## src/rtl/keypad_pkg.sv

```systemverilog
// keypad_pkg: shared types and helpers for the 4x4 keypad scanner.
//   scan_state_t : scanner FSM states (SCAN, EVAL)
//   KEY_ROWS/KEY_COLS/KEY_CODE_W : matrix geometry and event code width
//   onehot16()   : true when exactly one of 16 bits is set
//   idx16()      : index of the highest set bit (used on one-hot inputs)
package keypad_pkg;

  typedef enum logic {
    ST_SCAN = 1'b0,
    ST_EVAL = 1'b1
  } scan_state_t;

  localparam int KEY_ROWS   = 4;
  localparam int KEY_COLS   = 4;
  localparam int KEY_CODE_W = 5;

  function automatic logic onehot16(input logic [15:0] v);
    return (v != 16'd0) && ((v & (v - 16'd1)) == 16'd0);
  endfunction

  function automatic logic [3:0] idx16(input logic [15:0] v);
    logic [3:0] idx;
    idx = 4'd0;
    for (int i = 0; i < 16; i++)
      if (v[i]) idx = 4'(i);
    return idx;
  endfunction

endpackage

```

## src/rtl/key_evt_reg.sv

```systemverilog
// key_evt_reg: single-entry valid/ready event register with sticky overflow.
//   clk, rst      : clock, synchronous active-high reset
//   evt_valid     : one-cycle event strobe from the producer
//   evt_code      : event payload
//   key_ready     : consumer accepts when key_valid & key_ready
//   key_valid     : event held in the register
//   key_code      : held payload, stable while key_valid=1
//   overflow      : set when an event arrives and the register cannot take it
module key_evt_reg #(
  parameter int W = 5
) (
  input  logic         clk,
  input  logic         rst,
  input  logic         evt_valid,
  input  logic [W-1:0] evt_code,
  input  logic         key_ready,
  output logic         key_valid,
  output logic [W-1:0] key_code,
  output logic         overflow
);

  always_ff @(posedge clk) begin
    if (rst) begin
      key_valid <= 1'b0;
      key_code  <= '0;
      overflow  <= 1'b0;
    end else if (evt_valid) begin
      // A handshake in the same cycle frees the slot for the new event.
      if (!key_valid || key_ready) begin
        key_code  <= evt_code;
        key_valid <= 1'b1;
      end else begin
        overflow  <= 1'b1;
      end
    end else if (key_valid && key_ready) begin
      key_valid <= 1'b0;
    end
  end

endmodule

```

## src/rtl/keypad_scan44.sv

```systemverilog
// keypad_scan44: 4x4 matrix keypad scanner with whole-snapshot debounce.
//   clk, rst  : clock, synchronous active-high reset
//   row_out   : active-low one-cold row drive (4'b1111 during EVAL)
//   col_in    : active-low column sense (pulled up on the board)
//   key_code  : {release, row*4+col}
//   key_valid / key_ready : event handshake
//   key_held  : accepted snapshot has at least one key down
//   overflow  : sticky, an event was dropped
// Build option: define KEYSCAN_RELEASE_EV_EN to emit release events
// (key_code[4]=1) when a single held key goes back to no keys.
module keypad_scan44
  import keypad_pkg::*;
#(
  parameter int SCAN_DIV  = 50_000,
  parameter int DEB_SCANS = 4
) (
  input  logic                  clk,
  input  logic                  rst,
  output logic [3:0]            row_out,
  input  logic [3:0]            col_in,
  output logic [KEY_CODE_W-1:0] key_code,
  output logic                  key_valid,
  input  logic                  key_ready,
  output logic                  key_held,
  output logic                  overflow
);

  localparam int DIV_W   = $clog2(SCAN_DIV);
  localparam int MATCH_W = $clog2(DEB_SCANS + 1);
  localparam logic [DIV_W-1:0]   DIV_LAST  = DIV_W'(SCAN_DIV - 1);
  localparam logic [MATCH_W-1:0] MATCH_MAX = MATCH_W'(DEB_SCANS);

  scan_state_t         state, state_nxt;
  logic [DIV_W-1:0]    div;
  logic [1:0]          row;
  logic [15:0]         frame, snapshot, stable;
  logic [MATCH_W-1:0]  match, match_inc, match_nxt;
  logic                slot_end, accept, press_ev;
  logic                evt_valid;
  logic [KEY_CODE_W-1:0] evt_code;

  assign slot_end = (state == ST_SCAN) && (div == DIV_LAST);

  // FSM state register
  always_ff @(posedge clk) begin
    if (rst) state <= ST_SCAN;
    else     state <= state_nxt;
  end

  always_comb begin
    state_nxt = state;
    row_out   = 4'b1111;
    case (state)
      ST_SCAN: begin
        row_out = ~(4'b0001 << row);
        if (slot_end && row == 2'd3) state_nxt = ST_EVAL;
      end
      ST_EVAL: state_nxt = ST_SCAN;
      default: state_nxt = ST_SCAN;
    endcase
  end

  // Debounce: match saturates at DEB_SCANS; a non-zero updated match implies
  // frame==snapshot, so frame is the snapshot being accepted.
  assign match_inc = (match == MATCH_MAX) ? match : match + 1'b1;
  assign match_nxt = (frame == snapshot) ? match_inc : '0;
  assign accept    = (state == ST_EVAL) && (match_nxt == MATCH_MAX) && (frame != stable);
  assign press_ev  = (stable == 16'd0) && onehot16(frame);

`ifdef KEYSCAN_RELEASE_EV_EN
  logic rel_ev;
  assign rel_ev    = onehot16(stable) && (frame == 16'd0);
  assign evt_valid = accept && (press_ev || rel_ev);
  assign evt_code  = rel_ev ? {1'b1, idx16(stable)} : {1'b0, idx16(frame)};
`else
  assign evt_valid = accept && press_ev;
  assign evt_code  = {1'b0, idx16(frame)};
`endif

  always_ff @(posedge clk) begin
    if (rst) begin
      div      <= '0;
      row      <= 2'd0;
      frame    <= 16'd0;
      snapshot <= 16'd0;
      stable   <= 16'd0;
      match    <= '0;
      key_held <= 1'b0;
    end else begin
      case (state)
        ST_SCAN: begin
          if (slot_end) begin
            div <= '0;
            frame[{row, 2'b00} +: 4] <= ~col_in;
            if (row != 2'd3) row <= row + 2'd1;
          end else begin
            div <= div + 1'b1;
          end
        end
        ST_EVAL: begin
          row      <= 2'd0;
          div      <= '0;
          match    <= match_nxt;
          snapshot <= frame;
          if (accept) begin
            stable   <= frame;
            key_held <= (frame != 16'd0);
          end
        end
        default: ;
      endcase
    end
  end

  key_evt_reg #(.W(KEY_CODE_W)) u_evt (
    .clk       (clk),
    .rst       (rst),
    .evt_valid (evt_valid),
    .evt_code  (evt_code),
    .key_ready (key_ready),
    .key_valid (key_valid),
    .key_code  (key_code),
    .overflow  (overflow)
  );

endmodule
```

## config.mk

```make
export PLATFORM = sky130hd
export DESIGN_NAME = keypad_scan44
export DESIGN_NICKNAME = d
export VERILOG_FILES = /design/src/rtl/keypad_pkg.sv /design/src/rtl/key_evt_reg.sv /design/src/rtl/keypad_scan44.sv
export SDC_FILE = /design/constraint.sdc
export NUM_CORES = 1
export LEC_CHECK = 0
export CORE_MARGIN = 2
export CORE_UTILIZATION = 54
export CTS_CLUSTER_SIZE = 16
export DETAILED_ROUTE_END_ITERATION = 8
export HOLD_SLACK_MARGIN = 0.03
export PLACE_DENSITY = 0.73
export SYNTH_ARGS = -nofsm -noshare
export SYNTH_HDL_FRONTEND = slang
export SYNTH_SLANG_ARGS = --single-unit
export TNS_END_PERCENT = 30
```

## constraint.sdc

```tcl
create_clock -name clk -period 2.9 [get_ports clk]
set_input_delay 0.435 -clock clk [delete_from_list [all_inputs] [get_ports clk]]
set_output_delay 0.435 -clock clk [all_outputs]
set_load 0.01 [all_outputs]
```

* Word-level counts from Yosys, hierarchy flattened
Index checks and enable logic that the tools add are counted.
** Storage, ports and cells
- Register bits :: 77
- Bits of input ports :: 7
- Output and inout bits :: 12
- Logic and storage cells :: 83
** Operators by class
- Add/subtract/negate cells :: 5
- Equal/unequal tests :: 10
- Shifts and indexed selects :: 3
- Multiplexer cells :: 29
- Bitwise operators :: 5
- Reductions and logical operators :: 20
** Operators by type and width (number)
- $mux 4 :: 15
- $logic_not 16->1 :: 2
- $pmux 16 s2 :: 1
- $add 16x1->16 const B :: 1
- $and 16x16->16 :: 1
- $bwmux 16 :: 1
- $eq 16x16->1 :: 1
- $eq 16x16->1 const B :: 1
- $mux 16 :: 1
- $ne 16x16->1 :: 1
- $reduce_bool 16->1 :: 1
- $shift 4x6->16 const A :: 1
- $shiftx 4x6->16 :: 1
- $sub 16x1->16 const B :: 1
- $reduce_and 2->1 :: 6
- $logic_and 1x1->1 :: 8
- $not 4->4 :: 2
- $eq 3x3->1 const B :: 2
- $mux 3 :: 2
- $neg 4->6 :: 1
- $mux 1 :: 5
- $mux 2 :: 2
- $ne 2x1->1 const B :: 2
- $ne 2x2->1 const B :: 2
- other kinds (10) :: 11

* Longest topological paths before layout
- Word-level depth :: 15
- Mapped depth :: 10
- Depth with buffers taken out :: 8

* Modules after synthesis
A second synthesis with hierarchy kept.
** Unflattened totals
- Cells, all modules :: 466
- Area, all modules :: 4086.4 um^2
** By module, submodules not included
- keypad_scan44 :: instances 1, cells each 436, area an instance 3779.9 um^2, sequential area each 1421.4 um^2
- key_evt_reg :: instances 1, cells each 30, area an instance 306.5 um^2, sequential area each 140.1 um^2

* Worst setup path before layout
OpenSTA, ideal clock, no wires.
- Path type :: register to register
- From :: register frame[1]
- To :: register u_evt.key_code[1]
- Library setup time :: 0.121 ns
- Arrival time :: 2.436 ns
- Data required time :: 2.779 ns
- Path slack :: 0.342 ns
- Stages on the path, launching flop included :: 8
- Buffers on the path :: 1
- Clock period less this slack :: 2.558 ns
- Cell sequence :: dfxtp_1 -> buf_6 -> or4_4 -> or4_4 -> o21a_1 -> o21bai_4 -> nor4b_4 -> mux2_4
** Between the ends
- Longest elaborated chain between the ends :: 7
- Elaborated cells on any way between the ends :: 14
- Those cells by class :: add/sub (1); eq/ne (3); mux (1); bitwise (1); reduce/logical (8)
** Ends and longest elaborated chain
- start, declared :: RTL line keypad_scan44.sv:36 : logic [15:0] frame, snapshot, stable;
- start signal, assigned by index :: RTL line keypad_scan44.sv:94 : frame[{row, 2'b00} +: 4] <= ~col_in;
- $sub 16x1->16 / $eq 16x16->1 (equally long branches) :: RTL line keypad_pkg.sv:18, keypad_scan44.sv:66
- $and 16x16->16 / $mux 3 (equally long branches) :: RTL line keypad_pkg.sv:18, keypad_scan44.sv:66
- $logic_not 16->1 / $eq 3x3->1 (equally long branches) :: RTL line keypad_pkg.sv:18, keypad_scan44.sv:67
- $logic_and 1x1->1, on equally long branches :: RTL line keypad_pkg.sv:18, keypad_scan44.sv:67
- $logic_and 1x1->1, on equally long branches :: RTL line keypad_scan44.sv:68, keypad_scan44.sv:67
- $logic_and 1x1->1 (*) :: RTL line keypad_scan44.sv:76 : assign evt_valid = accept && press_ev;
- $reduce_and 2->1 (no source line) (*)
- end signal, assigned :: RTL line key_evt_reg.sv:30 : key_code <= evt_code;
- end, declared :: RTL line key_evt_reg.sv:18 : output logic [W-1:0] key_code,
Mark *: on every way between the ends. The rest lies on a longest branch, timed or not.
A chain may end at the register's enable or synchronous reset.

* Final worst setup path
- From :: register frame[10]
- To :: register u_evt.key_code[1]
** Between the ends
- Longest elaborated chain between the ends :: 7
- Elaborated cells on any way between the ends :: 20
- Those cells by class :: add/sub (1); eq/ne (3); mux (7); bitwise (1); reduce/logical (8)
** Ends and longest elaborated chain (RTL line)
- $sub 16x1->16 / $eq 16x16->1 (equally long branches) :: keypad_pkg.sv:18, keypad_scan44.sv:66
- $and 16x16->16 / $mux 3 (equally long branches) :: keypad_pkg.sv:18, keypad_scan44.sv:66
- $logic_not 16->1 / $eq 3x3->1 (equally long branches) :: keypad_pkg.sv:18, keypad_scan44.sv:67
- $logic_and 1x1->1, on equally long branches :: keypad_pkg.sv:18, keypad_scan44.sv:67
- $logic_and 1x1->1, on equally long branches :: keypad_scan44.sv:68, keypad_scan44.sv:67
- $logic_and 1x1->1 :: keypad_scan44.sv:76
- $reduce_and 2->1 (no source line)
Parallel ways exist; a longest one is shown, timed or not.

==> impl_metrics.toml <==
[synthesis]
synth-xor-area-share_pct = 9.68
synth.yosys.seq_area_share_pct = 37.9
synth_area_mm2 = 0.00407
synthSimpleGateAreaFrac_pct = 25.1
ys_ff_latch = 77
async_reset_ff_share_pct = 0
synth_ff_type = "dfxtp_1"
yosysWarnings = 0
synth_compound_area_share_pct = 6.03
netlist_instances = 467
syn_nets = 482
synth_edf_count = 0
muxShareOfSynthArea_pct = 13.3
syn_area_per_cell_um2 = 8.72
synth_top_family_by_area = "simple AND/OR/NAND/NOR gates"
synth-adder-area-share_pct = 2.95
yosysUniqueCellTypes = 50

[clocking]
path_clk_slew_ns = 0.08
cts_max_level = 3
holdBufCountCts = 0
clock_latency_ns = 0.36
numCtsBuffers = 9
clockBufferDepth = 2
clock_sinks = 77
post_cts_resized = 0
root_buffer = "clkbuf_8"
postCtsSetupRepairBufs = 0
cts_tree = "done"

[route]
vias_per_cell = 5.61
drcViolationCount = 0
routed.top_layer = "met4"
ant_nets = 0
dr.pass1.iters = 5
drt_wl_total_um = 9060
met3_wirelength_um = 339
vias = 3252
wl_met2_um = 4410
drt-met1-wl_um = 4160
drt-initial-drc-count = 249
wl_per_cell_um = 15.6

[final_layout]
fill_cells = 668
stdcell_count = 580
area_growth_pct = 11.7
design_area_mm2 = 0.00455
layout.nets = 491
fin_util_pct = 62.3
drive_above_1_share_pct = 9.15
final_common_cell = "nor2_1"
final_cell_mix = "94 x nor2_1, 77 x dfxtp_1, 51 x mux2i_1"
diodes = 0

[die]
start_util_pct = 55.8
num_io_pins = 19
die_h_um = 90.8
die_w_um = 90.8
die_area_mm2 = 0.00825
num_rows = 31
coreArea_mm2 = 0.00729

[placement]
dp.cells = 564
place_hpwl_um = 6440
post_dp_cell_area_mm2 = 0.00432
pre_cts_slack_ns = 0.330
gp_congestion = 0.932
port-buffer-count = 17

[worst_setup_path]
path_cells = "or4_1, nor4_2, a22oi_1, nand3b_1, nor4b_4, mux2_4"
worstPathArrival_ns = 2.87
r2r_cells = 6
worst_setup_path_start_kind = "flop"
cp-end-kind = "flop"
required_ns = 3.14
path_depth = 6
critPathMaxStageDelay_ns = 0.54
worstSetupPathType = "reg -> reg"
worstPathMaxFanout = 11
cp_top_family = "simple AND/OR/NAND/NOR gates"
path_buf_inv = 0
critPathSlowestCell = "or4_1"

[sta]
fin_crit_ns = 2.63
slew_violations = 0
fin_ws_ns = 0.270
setup_viol = 0
hold_violations = 0
fin_tns_setup_ns = 0
max_slew.worst_pin.slew_ns = 0.605
post-route-period-util_pct = 90.7
fmax_mhz = 380
fin_skew_ns = 0.00826
slew_headroom_pct = 59.3
rsz0062_at_grt = "false"

[grt]
grt_pass1_vias = 3102
antenna_found_initial = 0
grt_usage_pct = 23.1
grt_pass1_wl_um = 15400
grt_overflow = 0
grt_max_degree = 33

[status]
status = "finished, final reports clean"

[power]
peakVddDrop_mv = 0.282
p_per_area_mw_per_mm2 = 441
leakage_nw = 1.69

[min_path]
hp-class = "reg -> reg"
min_path_cells = 2

[job]
maxCapViolations = 0
## cell families after synthesis
family | count (synthesis)
flops | 77
mux | 53
fa+ha+maj | 10
buf+inv | 46
xor+xnor | 45
simple gates | 198
compound gates | 37
other cells | 1
## stage by stage
stage | power, mW | hold slack [ns]
6_report | 2.01 | 0.448
5_1_grt | 2.07 | 0.480
4_1_cts | 2.02 | 0.455
3_5_place_dp | 1.13 | 0.442
3_3_place_gp | 1.13 | 0.427
2_1_floorplan | 1.11 | 0.417
## where the power goes
group          internal [mW]  switching (mW)
clock network          0.487           0.414
logic                 0.0142          0.0278
registers               1.06         0.00292
## path summary, 6_finish.rpt
path,from,end,slack (ns)
max,frame[10]$_SDFFE_PP0P_,u_evt.key_code[1]$_SDFFE_PP0P_,0.27
max reg2reg,frame[10]$_SDFFE_PP0P_,u_evt.key_code[1]$_SDFFE_PP0P_,0.27
min reg2reg,u_evt.overflow$_SDFFE_PP0P_,u_evt.overflow$_SDFFE_PP0P_,0.45
min,u_evt.overflow$_SDFFE_PP0P_,u_evt.overflow$_SDFFE_PP0P_,0.45
## worst reg2reg max path, stage by stage (launching register included)
cell	delay, ns
dfxtp_1	0.42
or4_1	0.54
nor4_2	0.36
a22oi_1	0.16
nand3b_1	0.24
nor4b_4	0.46
mux2_4	0.34
## cell usage after synthesis, types with 4 or more instances
| master | number | share of area [%] |
|---|---|---|
| a21oi_1 | 11 | 1.4 |
| and2_1 | 5 | 0.77 |
| and3_1 | 5 | 0.77 |
| buf_1 | 4 | 0.37 |
| buf_2 | 12 | 1.5 |
| clkbuf_1 | 16 | 1.5 |
| dfxtp_1 | 77 | 38 |
| ha_1 | 8 | 2.5 |
| inv_1 | 11 | 1.0 |
| mux2i_1 | 51 | 13 |
| nand2_1 | 12 | 1.1 |
| nand2b_1 | 8 | 1.2 |
| nand3_1 | 12 | 1.5 |
| nand4_1 | 8 | 1.2 |
| nor2_1 | 94 | 8.7 |
| nor2b_1 | 5 | 0.77 |
| nor3_1 | 9 | 1.1 |
| nor4_1 | 13 | 2.0 |
| nor4b_1 | 4 | 0.86 |
| nor4bb_1 | 4 | 0.98 |
| o21ai_0 | 12 | 1.5 |
| or3_1 | 5 | 0.77 |
| xnor2_1 | 21 | 4.5 |
| xor2_1 | 24 | 5.2 |
## sequential cells by signal, summed over array words and instances, names as in the netlist
signal / cells
u_evt.key_code: 4
u_evt.key_valid: 1
stable: 16
match: 3
div: 16
key_held: 1
frame: 16
state: 1
snapshot: 16
row: 2
u_evt.overflow: 1
## area by class of cell
class / instances / area, um^2 / area share [%]
Clock buffer: 9 / 124 / 2.73
Clock inverter: 7 / 97.6 / 2.15
Inverter: 11 / 41.3 / 0.908
Multi-Input combinational cell: 344 / 2330 / 51.3
Sequential cell: 77 / 1540 / 33.9
Tap cell: 99 / 124 / 2.73
Timing Repair Buffer: 33 / 285 / 6.28
## metal layers
metal,up-vias,global-route usage (%)
li1,1607,-
met1,1553,30.3
met2,76,38.6
met3,16,3.92
met4,0,7.83
met5,-,0
Note: power is estimated with default switching activity, not from simulation.
